## src/rtl/fb_pkg.sv

```systemverilog
// Shared types and helpers for the frame-buffer write path.
package fb_pkg;

    localparam int FB_WIDTH_DFLT  = 400;
    localparam int FB_HEIGHT_DFLT = 240;
    localparam int FB_WORDS       = FB_WIDTH_DFLT * FB_HEIGHT_DFLT;

    typedef logic [8:0] pixel_t;

    typedef enum logic [1:0] {
        WAIT_READY,
        DRAW,
        FLUSH
    } fba_state_e;

    // Row-major linear index, evaluated in 32-bit unsigned arithmetic.
    function automatic logic [31:0] xy_to_index(input logic [8:0]  x,
                                                input logic [7:0]  y,
                                                input logic [31:0] width);
        return 32'(y) * width + 32'(x);
    endfunction

endpackage

```

## src/rtl/rr_arbiter.sv

```systemverilog
// Combinational round-robin picker: first asserted request at or after ptr, wrapping.
module rr_arbiter #(
    parameter  int N  = 3,
    localparam int PW = (N > 1) ? $clog2(N) : 1
) (
    input  logic [N-1:0]  req,
    input  logic [PW-1:0] ptr,
    output logic [N-1:0]  grant
);

    logic [PW-1:0] idx;
    logic          found;

    always_comb begin
        grant = '0;
        found = 1'b0;
        idx   = '0;
        for (int off = 0; off < N; off++) begin
            idx = PW'((int'(ptr) + off) % N);
            if (!found && req[idx]) begin
                grant[idx] = 1'b1;
                found      = 1'b1;
            end
        end
    end

endmodule

```

## src/rtl/fb_write_arbiter.sv

```systemverilog
// Round-robin arbiter sharing the frame-store pixel-write port between drawing engines.
// Optional per-frame pixel statistics are enabled by defining FBA_STATS_EN.
module fb_write_arbiter
    import fb_pkg::*;
#(
    parameter  int NUM_REQ   = 3,
    parameter  int FB_WIDTH  = FB_WIDTH_DFLT,
    parameter  int FB_HEIGHT = FB_HEIGHT_DFLT,
    localparam int PW        = (NUM_REQ > 1) ? $clog2(NUM_REQ) : 1
) (
    input  logic                   clk,
    input  logic                   reset,
    input  logic [NUM_REQ-1:0]     req_valid,
    input  logic [NUM_REQ*9-1:0]   req_x,
    input  logic [NUM_REQ*8-1:0]   req_y,
    input  logic [NUM_REQ*9-1:0]   req_color,
    input  logic [NUM_REQ-1:0]     req_last,
    output logic [NUM_REQ-1:0]     req_ready,
    input  logic                   fb_ready,
    output logic [31:0]            fb_index,
    output pixel_t                 fb_data,
    output logic                   fb_loaded,
    output logic                   frame_done
`ifdef FBA_STATS_EN
    ,
    output logic [31:0]            stat_written,
    output logic [31:0]            stat_dropped,
    output logic [31:0]            stat_written_last,
    output logic [31:0]            stat_dropped_last
`endif
);

    fba_state_e state, state_nx;

    logic [PW-1:0]              rr_ptr;
    logic [NUM_REQ-1:0]         done_mask;
    logic                       seen_first;
    logic                       pix_pend;

    logic [NUM_REQ-1:0][8:0]    x_arr;
    logic [NUM_REQ-1:0][7:0]    y_arr;
    logic [NUM_REQ-1:0][8:0]    c_arr;

    logic [NUM_REQ-1:0]         eligible;
    logic [NUM_REQ-1:0]         grant_raw;
    logic                       grant_en;
    logic [PW-1:0]              gidx;
    logic [PW-1:0]              next_ptr;
    logic                       hs;
    logic                       sel_last;
    logic [8:0]                 sel_x;
    logic [7:0]                 sel_y;
    pixel_t                     sel_color;
    logic                       in_bounds;
    logic                       pix_go;
    logic                       pix_drop;
    logic                       frame_start;

    assign x_arr = req_x;
    assign y_arr = req_y;
    assign c_arr = req_color;

    // Engines that already flagged last stay masked until the swap completes.
    assign eligible = req_valid & ~done_mask;
    assign grant_en = (state == DRAW) && fb_ready;

    rr_arbiter #(.N(NUM_REQ)) u_arb (
        .req   (eligible),
        .ptr   (rr_ptr),
        .grant (grant_raw)
    );

    assign req_ready = grant_en ? grant_raw : '0;
    assign hs        = |req_ready;

    always_comb begin
        gidx = '0;
        for (int i = 0; i < NUM_REQ; i++) begin
            if (req_ready[i]) gidx = PW'(i);
        end
    end

    assign next_ptr  = (gidx == PW'(NUM_REQ - 1)) ? '0 : gidx + 1'b1;
    assign sel_last  = req_last[gidx];
    assign sel_x     = x_arr[gidx];
    assign sel_y     = y_arr[gidx];
    assign sel_color = c_arr[gidx];
    assign in_bounds = (32'(sel_x) < 32'(FB_WIDTH)) && (32'(sel_y) < 32'(FB_HEIGHT));
    assign pix_go    = hs && !sel_last && in_bounds;
    assign pix_drop  = hs && !sel_last && !in_bounds;

    assign frame_start = (state == WAIT_READY) && fb_ready;

    always_comb begin
        state_nx = state;
        case (state)
            WAIT_READY: if (fb_ready) state_nx = DRAW;
            // Hold off the flush until the last written pixel has been presented.
            DRAW:       if (&done_mask && !pix_pend) state_nx = FLUSH;
            FLUSH:      if (!fb_ready) state_nx = WAIT_READY;
            default:    state_nx = WAIT_READY;
        endcase
    end

    always_ff @(posedge clk) begin
        if (reset) begin
            state      <= WAIT_READY;
            rr_ptr     <= '0;
            done_mask  <= '0;
            seen_first <= 1'b0;
            pix_pend   <= 1'b0;
            fb_index   <= '0;
            fb_data    <= '0;
            fb_loaded  <= 1'b0;
            frame_done <= 1'b0;
        end else begin
            state      <= state_nx;
            fb_loaded  <= (state_nx == FLUSH);
            frame_done <= frame_start && seen_first;
            pix_pend   <= pix_go;
            if (frame_start) seen_first <= 1'b1;
            if (hs) rr_ptr <= next_ptr;
            if (hs && sel_last) done_mask[gidx] <= 1'b1;
            if (pix_go) begin
                fb_index <= xy_to_index(sel_x, sel_y, 32'(FB_WIDTH));
                fb_data  <= sel_color;
            end
            if (state == FLUSH && !fb_ready) done_mask <= '0;
        end
    end

`ifdef FBA_STATS_EN
    always_ff @(posedge clk) begin
        if (reset) begin
            stat_written      <= '0;
            stat_dropped      <= '0;
            stat_written_last <= '0;
            stat_dropped_last <= '0;
        end else if (frame_start && seen_first) begin
            stat_written_last <= stat_written;
            stat_dropped_last <= stat_dropped;
            stat_written      <= '0;
            stat_dropped      <= '0;
        end else begin
            if (pix_go)   stat_written <= stat_written + 32'd1;
            if (pix_drop) stat_dropped <= stat_dropped + 32'd1;
        end
    end
`endif

endmodule

```

## config.mk

```make
export PLATFORM = sky130hd
export DESIGN_NAME = fb_write_arbiter
export DESIGN_NICKNAME = d
export VERILOG_FILES = /design/src/rtl/fb_pkg.sv /design/src/rtl/rr_arbiter.sv /design/src/rtl/fb_write_arbiter.sv
export SDC_FILE = /design/constraint.sdc
export NUM_CORES = 1
export LEC_CHECK = 0
export ABC_AREA = 0
export BUFFER_PORTS_ARGS = -buffer_cell sky130_fd_sc_hd__buf_2
export CORE_MARGIN = 2
export CORE_UTILIZATION = 35
export CTS_BUF_LIST = sky130_fd_sc_hd__clkbuf_4 sky130_fd_sc_hd__clkbuf_8 sky130_fd_sc_hd__clkbuf_16
export CTS_CLUSTER_DIAMETER = 150
export DETAILED_ROUTE_END_ITERATION = 7
export PLACE_DENSITY_LB_ADDON = 0.1
export REMOVE_ABC_BUFFERS = 1
export SLEW_MARGIN = 20
export SYNTH_ARGS = -nofsm -noshare
export SYNTH_HDL_FRONTEND = slang
export SYNTH_HIERARCHICAL = 1
export SYNTH_SLANG_ARGS = --single-unit
```

## constraint.sdc

```tcl
create_clock -name clk -period 6.55 [get_ports clk]
set_input_delay 0.655 -clock clk [delete_from_list [all_inputs] [get_ports clk]]
set_output_delay 0.655 -clock clk [all_outputs]
set_load 0.02 [all_outputs]
```

==> out/qor.csv, run 1 <==
stage,metric,value,unit
clock_network,clk_path_buf_depth,2,
power_and_ir_drop,internal_power,0.532,mW
power_and_ir_drop,p_seq_frac,0.264,
power_and_ir_drop,p_per_area,217,nW/um2
layout,final_cells,713,
timing,setup_slack,0.465,ns
power_and_ir_drop,clkPwrFrac,0.187,
global_route,grt_pass1_vias,3535,
route,vias,3835,
place,gp_congestion,0.905,
route,routed_wl,11.1,mm
run,maxCapViolCount,0,
clock_network,cts-root-buf,clkbuf_8,
clock_network,postCtsSetupBuffers,0,
timing,finalSetupViolCount,0,
logic_synthesis,ys_seq_area_frac,0.209,
worst_setup_path,critPathArrivalTime,6.30,ns
timing,layout_min_cycle_time,6.09,ns
place,dp_slack,0.469,ns
clock_network,cts_num_sinks,38,
floorplan,fp.dieH,106,um
logic_synthesis,synthesis.area,3640,um2
timing,worst_pin_slew,0.851,ns
power_and_ir_drop,vdd_ir_drop_max,0.000121,V
layout,insertedDiodeCount,0,
logic_synthesis,netlist_instances,473,
worst_setup_path,startpoint_type,register,
logic_synthesis,ys.flop_type,dfxtp_1,
layout,fin_area,4360,um2
worst_setup_path,max_stage_delay,0.50,ns
worst_hold_path,hold_depth,2,
global_route,grt_max_degree,32,
clock_network,htree_levels,2,
power_and_ir_drop,power_switching,0.416,mW
power_and_ir_drop,swShare,0.439,
run_status,outcome,"complete, no violations",
worst_setup_path,r2r_cells,22,
place,port_buffers,118,
worst_hold_path,hold_start,fb_index[0],
layout,num-nets-final,702,
global_route,overflow,0,
clock_network,post_cts_resized,0,
place,dpl_cell_area,4260,um2
clock_network,clk_pin_slew_worst_paths,0.09,ns
logic_synthesis,avgSynthCellArea,7.69,um2
worst_setup_path,crit_chain,"inv_1, ha_1, a22oi_1, o22ai_1, nor4bb_1, o31a_1, or2_1, nand2_2, a21o_1, ha_1, ha_1, inv_1, fa_1, inv_1, ha_1, a21oi_1, a21boi_1, o31a_1, nor3_1, nand3_1, or3b_1, a31oi_1",
power_and_ir_drop,leakagePower,1.95,nW
worst_hold_path,hold_class,register to register,
floorplan,die-area,11200,um2
route,avgViaCountPerCell,5.38,
clock_network,clk_latency,0.30,ns
floorplan,start_util,0.357,
route,drc,0,
global_route,grt_pass1_wl,17.6,mm
worst_hold_path,min_to,fb_index[0],
timing,slew_viol_final,0,
floorplan,boundaryPins,133,
worst_setup_path,crit_slowest_cell,fa_1,
place,hpwlAfterDp,8.95,mm
floorplan,core-area,10200,um2
logic_synthesis,async_flop_share,0,
timing,finalClockSkew,0.0141,ns
worst_setup_path,cp_top_family,compound AO/OA/AOI/OAI gates,
clock_network,ctsHoldBuffers,0,
logic_synthesis,synth_edf_count,0,
timing,period_share,0.929,
worst_setup_path,worst-path-buf-inv,3,
power_and_ir_drop,comb_power_share,0.549,
logic_synthesis,yosys_warnings,6,
layout,final_common_cell,buf_2,
worst_setup_path,r2r_slack,0.46,ns
timing,finalSetupTns,0,ns
route,wl_per_cell,15.6,um
route,firstDrtPassIters,4,
layout,layout-drive-gt1-share,0.251,
worst_setup_path,worstSetupPathType,register to register,
worst_setup_path,crit_top_cell,ha_1,
route,ant_nets,0,
clock_network,tritoncts,done,
timing,max_slew_margin,0.433,
layout,areaGrowthSynthToFinish,20.0,%
timing,hold_viol,0,
worst_setup_path,r2r_start,rr_ptr[0],
logic_synthesis,synth-seq-cells,38,
clock_network,numCtsBuffers,5,
place,placed_cells,705,
global_route,grtUsageTotal,0.195,
floorplan,fp.dieW,106,um
logic_synthesis,ys_types,64,
route,drt_iter0_drc,165,
timing,max_freq,164,MHz
layout,mostFrequentLayoutCells,"buf_2 (118), nand2_1 (50), a21oi_1 (44)",
floorplan,rows,37,
worst_setup_path,r2r_end,fb_index[16],
layout,fin_util,0.428,
global_route,antenna_found_initial,0,
worst_setup_path,path_max_fanout,11,
worst_setup_path,critical_path_required,6.77,ns
layout,n_fill_cell,1121,
worst_setup_path,end_kind,register,
timing,rsz0062_at_grt,no,
-- logic make-up (layout without fill, tap and decap cells) --
logic type | after synthesis | count (layout) | synth area share
fa+ha+maj | 39 | 39 | 0.140
xor+xnor | 15 | 15 | 0.0361
compound gates | 163 | 163 | 0.290
simple gates | 144 | 144 | 0.207
buf+inv | 63 | 154 | 0.0884
flops | 38 | 38 | 0.209
other cells | 1 | 14 | 0.00103
mux | 10 | 10 | 0.0275
-- synthesized netlist by cell type, types with 5 or more instances --
cell type  instances  area, um2
nand2_1           50        188
a21oi_1           45        225
dfxtp_1           38        761
ha_1              36        450
nor2_1            27        101
o211ai_1          23        173
o22ai_1           23        144
inv_1             20       75.1
o21ai_0           16       80.1
buf_4             15        113
clkbuf_1          15       56.3
buf_2             10       50.1
mux2i_1           10        100
nor3_1             9       45.0
nand3_1            8       40.0
xnor2_1            8       70.1
a211oi_1           7       52.6
a21o_1             7       52.6
o21ai_1            7       35.0
xor2_1             7       61.3
nand3b_1           6       45.0
nor2b_1            6       37.5
a31oi_1            5       31.3
nand2b_1           5       31.3
-- worst max-delay path by stage --
stage	start	endpoint	slack, ns	cells past startpoint
finish	rr_ptr[0]	fb_index[16]	0.46	22
global route	rr_ptr[0]	fb_index[16]	0.08	22
CTS	rr_ptr[0]	fb_index[16]	0.48	22
detailed placement	req_valid[0]	fb_index[16]	0.47	23
global placement	req_valid[0]	fb_index[16]	0.59	23
floorplan	rr_ptr[0]	fb_index[16]	-0.13	22
-- worst reg2reg max path: stages, from the launching register on --
cell and delay [ns]:
dfxtp_1 0.38, inv_1 0.08, ha_1 0.42, a22oi_1 0.22, o22ai_1 0.14, nor4bb_1 0.32
o31a_1 0.44, or2_1 0.23, nand2_2 0.15, a21o_1 0.33, ha_1 0.23, ha_1 0.27
inv_1 0.05, fa_1 0.50, inv_1 0.04, ha_1 0.37, a21oi_1 0.22, a21boi_1 0.12
o31a_1 0.27, nor3_1 0.46, nand3_1 0.22, or3b_1 0.39, a31oi_1 0.16
-- layout make-up --
class                   instances  area [um2]  share of cell area
clock inverters                 2        16.3             0.00373
multi-input cells             385        2610               0.598
repair buffers                126         651               0.149
clock buffers                   6        82.6              0.0189
well taps                     136         170              0.0390
inverters                      20        75.1              0.0172
flip-flops and latches         38         761               0.174
-- layer usage --
metal	track usage	up-vias	wire, um
li1	-	1924	-
met1	0.255	1797	5090
met2	0.332	99	5360
met3	0.0343	15	499
met4	0.0479	0	152
met5	0	-	0
-- power by group through the flow --
stage | registers (mW) | logic [mW] | clock network [mW]
2_1_floorplan | 0.268 | 0.358 | 0
3_3_place_gp | 0.255 | 0.512 | 0
3_5_place_dp | 0.256 | 0.517 | 0
4_1_cts | 0.250 | 0.520 | 0.184
5_1_grt | 0.252 | 0.577 | 0.197
6_report | 0.250 | 0.521 | 0.177
-- through the flow --
step	total power [mW]	hold slack [ns]
2_1_floorplan	0.626	0.429
3_3_place_gp	0.768	0.437
3_5_place_dp	0.772	0.444
4_1_cts	0.955	0.454
5_1_grt	1.03	0.471
6_report	0.948	0.451
-- flip-flops by register name (all words and copies together) (netlist names) --
| register | flops |
|---|---|
| done_mask | 3 |
| fb_data | 9 |
| fb_index | 18 |
| fb_loaded | 1 |
| frame_done | 1 |
| pix_pend | 1 |
| rr_ptr | 2 |
| seen_first | 1 |
| state | 2 |
(Power assumes the default switching activity.)
==> inputs of run 2 (changes only) <==
- clock period: 6.55 -> 5.88 ns (I/O delays scaled with it)
==> run 2 against run 1 <==
Hold slack lost 0.0018 ns. Utilization rose by 0.99 points. Final area is 2.3% higher. Worst setup slack lost 0.14 ns. Wire length is 1.4% higher. Maximum frequency rose by 9.6%. Via count increased by 0.29%. Die area is the same. Register-to-register slack got worse by 0.14 ns. Sequential share of layout area shrank 0.40 points. Clock power grew 8%. Highest routed layer unchanged.
==> out/qor.csv, run 2 (synthesis results as in run 1) <==
stage,metric,value,unit,change
run_status,outcome,"complete, no violations",,
layout,top_regs,"fb_index: 18 flops, fb_data: 9 flops, done_mask: 3 flops",,
clock_network,cts_num_sinks,38,,unchanged
place,hpwlAfterDp,8.93,mm,-0.21%
worst_setup_path,critical_path_required,6.10,ns,-0.67 ns
clock_network,numCtsBuffers,5,,unchanged
floorplan,core-area,10200,um2,unchanged
run,maxCapViolCount,0,,unchanged
route,avgViaCountPerCell,5.33,,-0.83%
timing,finalSetupViolCount,0,,unchanged
worst_setup_path,startpoint_type,register,,
worst_setup_path,end_kind,register,,
worst_hold_path,hold_class,register to register,,
timing,finalClockSkew,0.00639,ns,-0.00773 ns
worst_setup_path,r2r_start,rr_ptr[0],,
clock_network,clk_latency,0.29,ns,about the same
layout,areaGrowthSynthToFinish,22.7,%,
global_route,grtUsageTotal,0.197,,+0.00199
global_route,grt_pass1_vias,3582,,+1.3%
floorplan,rows,37,,unchanged
timing,max_slew_margin,0.476,,+0.0431
clock_network,cts-root-buf,clkbuf_8,,
layout,final_common_cell,buf_2,,
global_route,antenna_found_initial,0,,unchanged
route,drt_iter0_drc,174,,+5.5%
place,port_buffers,118,,unchanged
timing,worst_pin_slew,0.786,ns,-0.0646 ns
clock_network,htree_levels,2,,unchanged
worst_setup_path,r2r_slack,0.33,ns,-0.14 ns
worst_setup_path,worstSetupPathType,register to register,,
clock_network,clk_pin_slew_worst_paths,0.08,ns,about the same
floorplan,die-area,11200,um2,unchanged
floorplan,boundaryPins,133,,unchanged
route,firstDrtPassIters,5,,+1
power_and_ir_drop,vdd_ir_drop_max,0.000161,V,+33%
floorplan,start_util,0.357,,unchanged
clock_network,clk_path_buf_depth,2,,unchanged
timing,max_freq,180,MHz,+9.6%
place,gp_congestion,0.903,,-0.15%
layout,regMostFlops,fb_index,,
route,vias,3846,,+0.29%
layout,layout-drive-gt1-share,0.275,,+0.0239
timing,finalHoldWorstSlack,0.449,ns,-0.00185 ns
worst_setup_path,critPathArrivalTime,5.77,ns,-0.53 ns
floorplan,fp.dieH,106,um,unchanged
route,wl_per_cell,15.6,um,+0.26%
route,drc,0,,unchanged
layout,mostFrequentLayoutCells,"buf_2 (118), nand2_1 (49), a21oi_1 (43)",,
clock_network,ctsHoldBuffers,0,,unchanged
route,ant_nets,0,,unchanged
route,routed_wl,11.3,mm,+1.4%
timing,layout_min_cycle_time,5.55,ns,-0.533 ns
global_route,overflow,0,,unchanged
floorplan,fp.dieW,106,um,unchanged
worst_setup_path,r2r_cells,20,,-9.1%
layout,n_fill_cell,1092,,-2.6%
place,dp_slack,0.141,ns,-0.328 ns
timing,setup_slack,0.328,ns,-0.137 ns
timing,hold_viol,0,,unchanged
timing,slew_viol_final,0,,unchanged
power_and_ir_drop,leakagePower,2.00,nW,+2.4%
worst_setup_path,endpoint,fb_index[16],,
layout,fin_util,0.438,,+0.00995
timing,period_share,0.944,,+0.0152
worst_setup_path,path_max_fanout,11,,unchanged
global_route,grt_pass1_wl,17.9,mm,+1.5%
layout,insertedDiodeCount,0,,unchanged
power_and_ir_drop,p_per_area,243,nW/um2,+12%
global_route,grt_max_degree,35,,+9.4%
layout,largest_reg_flops,18,,unchanged
worst_setup_path,r2r_end,fb_index[16],,
worst_setup_path,crit_start,rr_ptr[0],,
layout,num-nets-final,710,,+1.1%
clock_network,tritoncts,done,,
[run 2: layout make-up]
cell class,count,area (um2),share of cell area
Clock buffer,6,82.6,0.0185
Inverter,20,75.1,0.0168
Timing Repair Buffer,134,723,0.162
Sequential cell,38,761,0.170
Tap cell,136,170,0.0381
Clock inverter,2,12.5,0.00280
Multi-Input combinational cell,385,2640,0.591
[run 2: per-stage QoR]
stage	cells	cell area, um2	total power, mW	TNS, ns
floorplan	443	3440	0.698	-3.38
finish	721	4460	1.08	0
CTS	719	4420	1.09	0
global route	721	4460	1.17	-0.00122
global placement	711	4320	0.886	0
detailed placement	711	4320	0.890	0
[run 2: layer usage]
layer	vias to the layer above	wire length, um	track usage	share of wire
li1	1939	-	-	-
met1	1780	5190	0.264	0.46
met2	115	5360	0.338	0.48
met3	12	551	0.0264	0.049
met4	0	162	0.0414	0.014
met5	-	0	0	0
[run 2: worst min path at each step]
stage	depth (start not counted)	startpoint	endpoint
3_3_place_gp	2	fb_data[6]	fb_data[6]
5_1_grt	2	fb_data[3]	fb_data[3]
4_1_cts	2	fb_data[6]	fb_data[6]
6_report	2	fb_index[0]	fb_index[0]
3_5_place_dp	2	fb_data[6]	fb_data[6]
2_1_floorplan	2	seen_first	seen_first
[run 2: repair_timing]
action	CTS	global route
setup endpoints to repair	0	5
gates resized for setup	0	8
setup buffers	0	2
[run 2: power breakdown]
part           switching [mW]  internal [mW]  leakage (nW)
sequential            0.00732          0.271         0.308
clock                  0.0972         0.0943        0.0472
combinational           0.363          0.251          1.64
[run 2: worst max-delay path, cell delays in order (launching register included)]
cell and delay, ns:
dfxtp_1 0.38, inv_1 0.08, ha_2 0.37, a22oi_1 0.25, o22ai_2 0.15, nor4bb_2 0.30, o31a_1 0.24, buf_4 0.17
nand3b_1 0.08, a21oi_1 0.26, a21o_1 0.26, ha_1 0.28, ha_1 0.31, fa_1 0.47, ha_1 0.37, xor2_1 0.31
nand2_1 0.18, nor4_2 0.32, nand3_1 0.18, or3b_1 0.38, a31oi_1 0.16
